## src/rtl/aes_key_sched_ctrl_if.sv

```systemverilog
// Host, key-expansion and round-datapath signals of the AES-128 key schedule sequencer.
interface aes_key_sched_ctrl_if;
    localparam int unsigned KEY_W = 128;
    localparam int unsigned IDX_W = 4;

    logic             req_valid;
    logic             req_ready;
    logic             req_dec;
    logic             req_new_key;
    logic [KEY_W-1:0] req_key;
    logic [KEY_W-1:0] key_out;
    logic             set_new_key;
    logic             start_enc;
    logic             ready_enc;
    logic             start_dec;
    logic             ready_dec;
    logic             rnd_start;
    logic [IDX_W-1:0] rnd_idx;
    logic             rnd_first;
    logic             rnd_last;
    logic             rnd_done;
    logic             out_valid;
    logic             out_ready;
    logic             out_err;

    modport master (
        output req_valid, req_dec, req_new_key, req_key, rnd_done, out_ready,
        input  req_ready, key_out, set_new_key, start_enc, ready_enc, start_dec, ready_dec,
               rnd_start, rnd_idx, rnd_first, rnd_last, out_valid, out_err
    );

    modport slave (
        input  req_valid, req_dec, req_new_key, req_key, rnd_done, out_ready,
        output req_ready, key_out, set_new_key, start_enc, ready_enc, start_dec, ready_dec,
               rnd_start, rnd_idx, rnd_first, rnd_last, out_valid, out_err
    );
endinterface

```

## src/rtl/aes_key_sched_ctrl.sv

```systemverilog
// Sequences one AES-128 job over the round datapath and steps key expansion in lockstep;
// every strobe and round command comes straight from a flop.
module aes_key_sched_ctrl #(
    parameter int unsigned NR      = 10,
    parameter int unsigned TIMEOUT = 255
) (
    input  logic                  clk,
    input  logic                  rst,
    aes_key_sched_ctrl_if.slave   bus
);
    localparam int unsigned KEY_W = 128;
    localparam int unsigned IDX_W = 4;
    localparam int unsigned CNT_W = $clog2(TIMEOUT + 1);
    localparam logic [IDX_W-1:0] NR_IDX  = IDX_W'(NR);
    localparam logic [CNT_W-1:0] TO_LAST = CNT_W'(TIMEOUT - 1);

    typedef enum logic [3:0] {
        IDLE, LOAD, GAP, KEYGEN, DSTART, GAP2, ISSUE, WAIT, STEP, SGAP, DONE
    } state_t;

    state_t             state;
    logic               dec_q;
    logic               dirty_q;
    logic               sched_valid;
    logic [KEY_W-1:0]   key_q;
    logic [IDX_W-1:0]   kg_cnt;
    logic [IDX_W-1:0]   rnd_cnt;
    logic [CNT_W-1:0]   wait_cnt;
    logic               req_ready_q;
    logic               set_new_key_q;
    logic               start_enc_q;
    logic               ready_enc_q;
    logic               start_dec_q;
    logic               ready_dec_q;
    logic               rnd_start_q;
    logic [IDX_W-1:0]   rnd_idx_q;
    logic               rnd_first_q;
    logic               rnd_last_q;
    logic               out_valid_q;
    logic               out_err_q;

    logic [IDX_W-1:0]   issue_idx;
    logic               enter_issue;
    logic               accept;

    // rnd_cnt counts rounds in issue order; decrypt walks the index down from NR
    assign issue_idx   = dec_q ? (NR_IDX - rnd_cnt) : rnd_cnt;
    assign enter_issue = ((state == GAP) && !(dec_q && dirty_q)) || (state == GAP2) || (state == SGAP);
    assign accept      = bus.req_valid && req_ready_q;

    always_ff @(posedge clk or posedge rst) begin
        if (rst) begin
            state         <= IDLE;
            dec_q         <= 1'b0;
            dirty_q       <= 1'b0;
            sched_valid   <= 1'b0;
            key_q         <= '0;
            kg_cnt        <= '0;
            rnd_cnt       <= '0;
            wait_cnt      <= '0;
            req_ready_q   <= 1'b0;
            set_new_key_q <= 1'b0;
            start_enc_q   <= 1'b0;
            ready_enc_q   <= 1'b0;
            start_dec_q   <= 1'b0;
            ready_dec_q   <= 1'b0;
            rnd_start_q   <= 1'b0;
            rnd_idx_q     <= '0;
            rnd_first_q   <= 1'b0;
            rnd_last_q    <= 1'b0;
            out_valid_q   <= 1'b0;
            out_err_q     <= 1'b0;
        end else begin
            set_new_key_q <= 1'b0;
            start_enc_q   <= 1'b0;
            ready_enc_q   <= 1'b0;
            start_dec_q   <= 1'b0;
            ready_dec_q   <= 1'b0;
            rnd_start_q   <= 1'b0;
            rnd_first_q   <= 1'b0;
            rnd_last_q    <= 1'b0;

            case (state)
                IDLE: begin
                    req_ready_q <= 1'b1;
                    if (accept) begin
                        req_ready_q <= 1'b0;
                        dec_q       <= bus.req_dec;
                        dirty_q     <= bus.req_new_key || !sched_valid;
                        rnd_cnt     <= '0;
                        kg_cnt      <= '0;
                        if (bus.req_new_key) begin
                            key_q       <= bus.req_key;
                            sched_valid <= 1'b0;
                        end
                        if (!bus.req_new_key && !sched_valid) begin
                            state       <= DONE;
                            out_valid_q <= 1'b1;
                            out_err_q   <= 1'b1;
                        end else begin
                            state <= LOAD;
                            if (bus.req_new_key)  set_new_key_q <= 1'b1;
                            else if (!bus.req_dec) start_enc_q  <= 1'b1;
                            else                   start_dec_q  <= 1'b1;
                        end
                    end
                end
                LOAD: state <= GAP;
                GAP: begin
                    if (dec_q && dirty_q) begin
                        state       <= KEYGEN;
                        ready_enc_q <= 1'b1;
                        kg_cnt      <= IDX_W'(1);
                    end else begin
                        state <= ISSUE;
                    end
                end
                // Forward pass to produce the schedule: high/low pairs, NR pulses
                KEYGEN: begin
                    if (!ready_enc_q) begin
                        if (kg_cnt == NR_IDX) begin
                            state       <= DSTART;
                            start_dec_q <= 1'b1;
                            sched_valid <= 1'b1;
                        end else begin
                            ready_enc_q <= 1'b1;
                            kg_cnt      <= kg_cnt + IDX_W'(1);
                        end
                    end
                end
                DSTART: state <= GAP2;
                GAP2:   state <= ISSUE;
                ISSUE:  state <= WAIT;
                WAIT: begin
                    if (bus.rnd_done) begin
                        if (rnd_cnt == NR_IDX) begin
                            state       <= DONE;
                            out_valid_q <= 1'b1;
                            out_err_q   <= 1'b0;
                            if (!dec_q && dirty_q) sched_valid <= 1'b1;
                        end else begin
                            state <= STEP;
                            if (dec_q) ready_dec_q <= 1'b1;
                            else       ready_enc_q <= 1'b1;
                        end
                    end else if (wait_cnt == TO_LAST) begin
                        state       <= DONE;
                        out_valid_q <= 1'b1;
                        out_err_q   <= 1'b1;
                        sched_valid <= 1'b0;
                    end else begin
                        wait_cnt <= wait_cnt + CNT_W'(1);
                    end
                end
                STEP: begin
                    state   <= SGAP;
                    rnd_cnt <= rnd_cnt + IDX_W'(1);
                end
                SGAP: state <= ISSUE;
                DONE: begin
                    if (bus.out_ready) begin
                        state       <= IDLE;
                        out_valid_q <= 1'b0;
                        out_err_q   <= 1'b0;
                        req_ready_q <= 1'b1;
                    end
                end
                default: state <= IDLE;
            endcase

            // Round command registered on entry to ISSUE; timeout window restarts here
            if (enter_issue) begin
                rnd_start_q <= 1'b1;
                rnd_idx_q   <= issue_idx;
                rnd_first_q <= (rnd_cnt == '0);
                rnd_last_q  <= (rnd_cnt == NR_IDX);
                wait_cnt    <= '0;
            end
        end
    end

    assign bus.req_ready   = req_ready_q;
    assign bus.key_out     = key_q;
    assign bus.set_new_key = set_new_key_q;
    assign bus.start_enc   = start_enc_q;
    assign bus.ready_enc   = ready_enc_q;
    assign bus.start_dec   = start_dec_q;
    assign bus.ready_dec   = ready_dec_q;
    assign bus.rnd_start   = rnd_start_q;
    assign bus.rnd_idx     = rnd_idx_q;
    assign bus.rnd_first   = rnd_first_q;
    assign bus.rnd_last    = rnd_last_q;
    assign bus.out_valid   = out_valid_q;
    assign bus.out_err     = out_err_q;
endmodule

```

## src/flat_wrapper.sv

```systemverilog
// flat-port wrapper written by rule: the top's interface ports become plain ports
module aes_key_sched_ctrl_flat 
#(
    parameter int unsigned NR      = 10,
    parameter int unsigned TIMEOUT = 255
)
  (clk, rst, bus_req_valid, bus_req_dec, bus_req_new_key, bus_req_key, bus_rnd_done, bus_out_ready, bus_req_ready, bus_key_out, bus_set_new_key, bus_start_enc, bus_ready_enc, bus_start_dec, bus_ready_dec, bus_rnd_start, bus_rnd_idx, bus_rnd_first, bus_rnd_last, bus_out_valid, bus_out_err);
  aes_key_sched_ctrl_if bus_i ();
  input  logic clk;
  input  logic rst;
  input wire logic [$bits(bus_i.req_valid)-1:0] bus_req_valid;
  input wire logic [$bits(bus_i.req_dec)-1:0] bus_req_dec;
  input wire logic [$bits(bus_i.req_new_key)-1:0] bus_req_new_key;
  input wire logic [$bits(bus_i.req_key)-1:0] bus_req_key;
  input wire logic [$bits(bus_i.rnd_done)-1:0] bus_rnd_done;
  input wire logic [$bits(bus_i.out_ready)-1:0] bus_out_ready;
  output wire logic [$bits(bus_i.req_ready)-1:0] bus_req_ready;
  output wire logic [$bits(bus_i.key_out)-1:0] bus_key_out;
  output wire logic [$bits(bus_i.set_new_key)-1:0] bus_set_new_key;
  output wire logic [$bits(bus_i.start_enc)-1:0] bus_start_enc;
  output wire logic [$bits(bus_i.ready_enc)-1:0] bus_ready_enc;
  output wire logic [$bits(bus_i.start_dec)-1:0] bus_start_dec;
  output wire logic [$bits(bus_i.ready_dec)-1:0] bus_ready_dec;
  output wire logic [$bits(bus_i.rnd_start)-1:0] bus_rnd_start;
  output wire logic [$bits(bus_i.rnd_idx)-1:0] bus_rnd_idx;
  output wire logic [$bits(bus_i.rnd_first)-1:0] bus_rnd_first;
  output wire logic [$bits(bus_i.rnd_last)-1:0] bus_rnd_last;
  output wire logic [$bits(bus_i.out_valid)-1:0] bus_out_valid;
  output wire logic [$bits(bus_i.out_err)-1:0] bus_out_err;
  assign bus_i.req_valid = bus_req_valid;
  assign bus_i.req_dec = bus_req_dec;
  assign bus_i.req_new_key = bus_req_new_key;
  assign bus_i.req_key = bus_req_key;
  assign bus_i.rnd_done = bus_rnd_done;
  assign bus_i.out_ready = bus_out_ready;
  assign bus_req_ready = bus_i.req_ready;
  assign bus_key_out = bus_i.key_out;
  assign bus_set_new_key = bus_i.set_new_key;
  assign bus_start_enc = bus_i.start_enc;
  assign bus_ready_enc = bus_i.ready_enc;
  assign bus_start_dec = bus_i.start_dec;
  assign bus_ready_dec = bus_i.ready_dec;
  assign bus_rnd_start = bus_i.rnd_start;
  assign bus_rnd_idx = bus_i.rnd_idx;
  assign bus_rnd_first = bus_i.rnd_first;
  assign bus_rnd_last = bus_i.rnd_last;
  assign bus_out_valid = bus_i.out_valid;
  assign bus_out_err = bus_i.out_err;
  aes_key_sched_ctrl #(.NR(NR), .TIMEOUT(TIMEOUT)) u_core (.clk(clk), .rst(rst), .bus(bus_i));
endmodule
```

## config.mk

```make
export PLATFORM = sky130hd
export DESIGN_NAME = aes_key_sched_ctrl_flat
export DESIGN_NICKNAME = d
export VERILOG_FILES = /design/src/rtl/aes_key_sched_ctrl_if.sv /design/src/rtl/aes_key_sched_ctrl.sv /design/src/flat_wrapper.sv
export SDC_FILE = /design/constraint.sdc
export NUM_CORES = 1
export LEC_CHECK = 0
export ABC_AREA = 1
export CAP_MARGIN = 20
export CORE_ASPECT_RATIO = 0.9
export CORE_MARGIN = 3
export CORE_UTILIZATION = 30
export DETAILED_ROUTE_END_ITERATION = 6
export DONT_BUFFER_PORTS = 1
export REMOVE_ABC_BUFFERS = 1
export SETUP_SLACK_MARGIN = 0.15
export SYNTH_ARGS = -nofsm -noshare
export SYNTH_HDL_FRONTEND = slang
export SYNTH_SLANG_ARGS = --single-unit
```

## constraint.sdc

```tcl
create_clock -name clk -period 5.2 [get_ports clk]
set_clock_uncertainty 0.05 [all_clocks]
set_input_delay 0.52 -clock clk [delete_from_list [all_inputs] [get_ports clk]]
set_output_delay 0.52 -clock clk [all_outputs]
set_load 0.005 [all_outputs]
```

==> run summary <==
The relative slew slack was 0.345; the maximum operating frequency was 0.411 GHz. At the pin with the least slew margin, the transition time is 0.982 ns. The kind of cell adding the most delay to the critical path is buffers and inverters. The portion of the post-synthesis area used by sequential elements is 0.570, and the detailed-route wire length is 18.9 mm.

For the total leakage power, the log shows 3.95 nW. The worst register-to-register path ends at u_core.bus.key_out[3]$_DFFE_PP0P_. In the final timing run, aggregate negative setup slack is 0 ns. The worst path needs 2.43 ns of the cycle, external delays included. In this run the worst setup path begins at u_core.state[0]$_DFFE_PP0P_. IR analysis of the VDD net gives a maximum drop of 0.213 mV. Hold timing on the final database bottoms out at a slack of 0.0108 ns. The number of max-cap violations is 0, and the via count of the first global-routing pass is 5580. Using the TritonRoute via totals, the vias-per-cell ratio works out to 4.87. The tools report the critical path endpoint category as a flip-flop. The clock passes through at most 2 buffers.

The vertical extent of the die is 154 µm, and the area enclosed by the die boundary is 0.0262 mm². The tree built by TritonCTS fans out to 166 sinks. Setup repair after global routing left no endpoint under its margin. The clock network power share was 0.269; the data arrival time at the worst-slack endpoint was 2.74 ns. The critical path goes through nor2_4, nand2_4, nor2_8, clkinv_2, nor2_4, buf_4, nand2_1, nand2_1. The number of antenna violations at the first check in global routing is 0. The logic depth of the worst setup path including buffers is 8, and the synthesized netlist cell count is 845. After clock tree synthesis, the clock-pin slew on the worst setup and hold paths is 0.07 ns.

In this run the critical register-to-register path is launched from u_core.state[0]$_DFFE_PP0P_. The clock tree synthesis step divided the H-tree into 4 levels. The first detailed-routing pass ran for 6 iterations. In this run the tool buffered the top-level ports with 0 buffer cells. For this run, the slowest stage of the critical path takes 0.59 ns. The logs give 0.00728 mm² for the cell area after synthesis and 107 for the largest net degree at the start of global routing. TritonCTS built the clock tree. The placed wire-length estimate was 13.1 mm; the setup slack of the worst register-to-register path was 2.77 ns. Library cell contributing the largest single delay on the critical path: sky130_fd_sc_hd__buf_4. 278 I/O pins were placed.

The number of cells on the worst reg-to-reg path is 8. Detailed routing inserted a total of 5549 vias. The tree is rooted in a sky130_fd_sc_hd__clkbuf_16. The first global-routing pass estimated 30.5 mm of wire. In this run, distinct cell masters in the synthesized netlist total 35. Buffers inserted to repair hold after CTS numbered 0.

The number of filler cells placed in the layout was 2481; the switching share of power was 0.390. In the layout the commonest cells are 333 x sky130_fd_sc_hd__nand2_1, 166 x sky130_fd_sc_hd__dfrtp_1, 125 x sky130_fd_sc_hd__o21ai_0, 35 x sky130_fd_sc_hd__inv_1, 34 x sky130_fd_sc_hd__nand3_1. The later pin in the worst-skew pair is clocked with a latency of 0.43 ns. For the worst setup path, the data required time is 5.51 ns.

For the portion of total power attributed to combinational logic, the log shows 0.233. The share of post-route cells with drive strength above 1 is 0.0692. The total overflow left after global routing is 0.

The tools report the reported net switching power as 1.80 mW. The number of buffers and inverters on the critical path is 2. The final core utilization was 0.339; the average instance area after synthesis was 8.62 µm². The number of flip-flops and latches in the synthesized netlist came out at 166. After floorplanning, the core was divided into 53 placement rows.

Setup violations remaining at the end of the flow were counted as 0. The run gives 349 as the initial DRC count. The period utilization is 0.468, and the number of cells upsized or downsized after cts is 0.

Clock tree synthesis inserted a total of 17 buffers. Effective utilization at floorplan: 0.309. In this run the power density over the cells is 577 mW/mm². Class of the tightest hold or removal check: in2async. The library cell used most frequently in the layout, excluding fill and tap cells, is sky130_fd_sc_hd__nand2_1.

In this run the worst path has a maximum fanout of 74. The count of nets left with antenna violations once routing finished came out at 0. The critical path endpoint is u_core.bus.key_out[3]$_DFFE_PP0P_.

The die extent in x works out to 170 µm. The number of antenna diodes in the final layout is 0. Count of pins over their slew limit: 0.

The tools report the share of power burned in registers as 0.497. The congestion estimate from routability-driven global placement came to 0.899. The internal power of the cells totals 2.82 mW. Yosys printed 0 warnings.

The run gives 0 as the remaining design rule violation count. The hold violation total from the final report was 0. The area growth from synthesis to final layout is 10.0%. By startpoint and endpoint, the worst setup path is classified as reg2reg. In the final routed layout, each cell accounts on average for 16.6 µm. For the total global-route track usage, the log shows 0.145. The worst setup path is launched from a flip-flop. The number of nets in the final layout was 967; the area of the placeable core was 0.0236 mm². The run finished with clean final reports. After clock tree synthesis, the setup repair step added 0 buffers.
-- worst register-to-register path: stages, from the launching register on --
cell and delay, ns:
sky130_fd_sc_hd__dfrtp_1 0.46, sky130_fd_sc_hd__nor2_4 0.20, sky130_fd_sc_hd__nand2_4 0.09, sky130_fd_sc_hd__nor2_8 0.13, sky130_fd_sc_hd__clkinv_2 0.34, sky130_fd_sc_hd__nor2_4 0.20
sky130_fd_sc_hd__buf_4 0.59, sky130_fd_sc_hd__nand2_1 0.21, sky130_fd_sc_hd__nand2_1 0.10
-- through the flow --
step | total power, mW | worst slack [ns] | cell area (µm²) | instances
floorplan | 3.01 | 0.140 | 6990 | 801
global placement | 3.39 | 2.73 | 7430 | 1108
detailed placement | 3.44 | 2.70 | 7430 | 1108
CTS | 4.71 | 2.69 | 8010 | 1140
global route | 5.02 | 2.52 | 8010 | 1140
finish | 4.62 | 2.77 | 8010 | 1140
-- power groups by stage --
stage	Combinational, mW	Clock, mW	Sequential [mW]
after CTS	1.10	1.29	2.32
after detailed placement	1.11	0	2.32
final	1.08	1.25	2.30
after global placement	1.06	0	2.33
after global routing	1.30	1.35	2.37
after floorplan	0.861	0	2.15
-- flip-flops by register name, summed over array words and instances, names as in the netlist, 4 cells and up --
signal,cells
u_core.bus.key_out,128
u_core.wait_cnt,8
u_core.rnd_cnt,4
u_core.bus.rnd_idx,4
u_core.state,4
u_core.kg_cnt,4
-- per-layer routing --
layer,GRT usage,share of wire,vias up
met3,0.0679,0.10,13
met5,0,0,-
met4,0.0286,0.0089,0
li1,-,-,2666
met1,0.180,0.41,2650
met2,0.234,0.48,220
-- final cells by class --
| type | instances | area (µm²) | area share |
|---|---|---|---|
| clock buffer | 17 | 425 | 0.0531 |
| clock inverter | 15 | 160 | 0.0200 |
| inverter | 40 | 158 | 0.0197 |
| multi-input combinational | 595 | 2690 | 0.336 |
| sequential | 166 | 4150 | 0.518 |
| tap | 302 | 378 | 0.0472 |
| timing repair buffer | 5 | 50.0 | 0.00625 |
-- cells by family (layout without fill, tap and decap cells) --
group,count (synthesis),count (layout),share of synthesized area
compound gates,161,161,0.113
xor+xnor,4,4,0.00481
fa+ha+maj,7,7,0.0120
buf+inv,84,77,0.0605
flops,166,166,0.570
simple gates,423,423,0.239
-- worst min path at each step --
stage / endpoint / from / depth (start not counted)
finish: u_core.bus.key_out[117]$_DFFE_PP0P_ / rst / 1
CTS: u_core.bus.key_out[117]$_DFFE_PP0P_ / rst / 1
floorplan: u_core.bus.out_err$_DFFE_PP0P_ / u_core.bus.out_err$_DFFE_PP0P_ / 2
global placement: u_core.bus.out_valid$_DFFE_PP0P_ / u_core.bus.out_valid$_DFFE_PP0P_ / 2
detailed placement: u_core.bus.out_valid$_DFFE_PP0P_ / u_core.bus.out_valid$_DFFE_PP0P_ / 2
global route: u_core.bus.key_out[117]$_DFFE_PP0P_ / rst / 1
-- cells in the mapped netlist --
master | n | share of area
sky130_fd_sc_hd__a31oi_1 | 2 | 0.0017
sky130_fd_sc_hd__buf_6 | 15 | 0.023
sky130_fd_sc_hd__clkbuf_2 | 3 | 0.0021
sky130_fd_sc_hd__clkbuf_1 | 19 | 0.0098
sky130_fd_sc_hd__xor2_1 | 4 | 0.0048
sky130_fd_sc_hd__nand2_4 | 2 | 0.0031
sky130_fd_sc_hd__or2_0 | 1 | 0.00086
sky130_fd_sc_hd__nor2_8 | 1 | 0.0027
sky130_fd_sc_hd__nor4_1 | 1 | 0.00086
sky130_fd_sc_hd__nor2_2 | 1 | 0.00086
sky130_fd_sc_hd__or2_2 | 3 | 0.0026
sky130_fd_sc_hd__o221ai_1 | 1 | 0.0012
sky130_fd_sc_hd__nand4_1 | 7 | 0.0060
sky130_fd_sc_hd__inv_1 | 36 | 0.019
sky130_fd_sc_hd__o21ai_2 | 1 | 0.0012
sky130_fd_sc_hd__o21ai_0 | 125 | 0.086
sky130_fd_sc_hd__nor2_1 | 29 | 0.015
sky130_fd_sc_hd__nor3_1 | 2 | 0.0014
sky130_fd_sc_hd__o22ai_1 | 2 | 0.0017
sky130_fd_sc_hd__nor2_4 | 4 | 0.0062
sky130_fd_sc_hd__buf_2 | 4 | 0.0027
sky130_fd_sc_hd__a21oi_1 | 6 | 0.0041
sky130_fd_sc_hd__o21a_1 | 1 | 0.0010
sky130_fd_sc_hd__ha_1 | 7 | 0.012
sky130_fd_sc_hd__o21ai_1 | 21 | 0.014
sky130_fd_sc_hd__nand3_1 | 34 | 0.023
sky130_fd_sc_hd__nand2_2 | 4 | 0.0034
sky130_fd_sc_hd__buf_1 | 2 | 0.0010
sky130_fd_sc_hd__o21bai_1 | 1 | 0.0010
sky130_fd_sc_hd__nand2_1 | 333 | 0.17
sky130_fd_sc_hd__dfrtp_1 | 166 | 0.57
sky130_fd_sc_hd__buf_4 | 1 | 0.0010
sky130_fd_sc_hd__a21o_1 | 1 | 0.0010
sky130_fd_sc_hd__inv_2 | 4 | 0.0021
sky130_fd_sc_hd__nor3b_1 | 1 | 0.0010
Note: power is estimated with default switching activity, not from simulation.
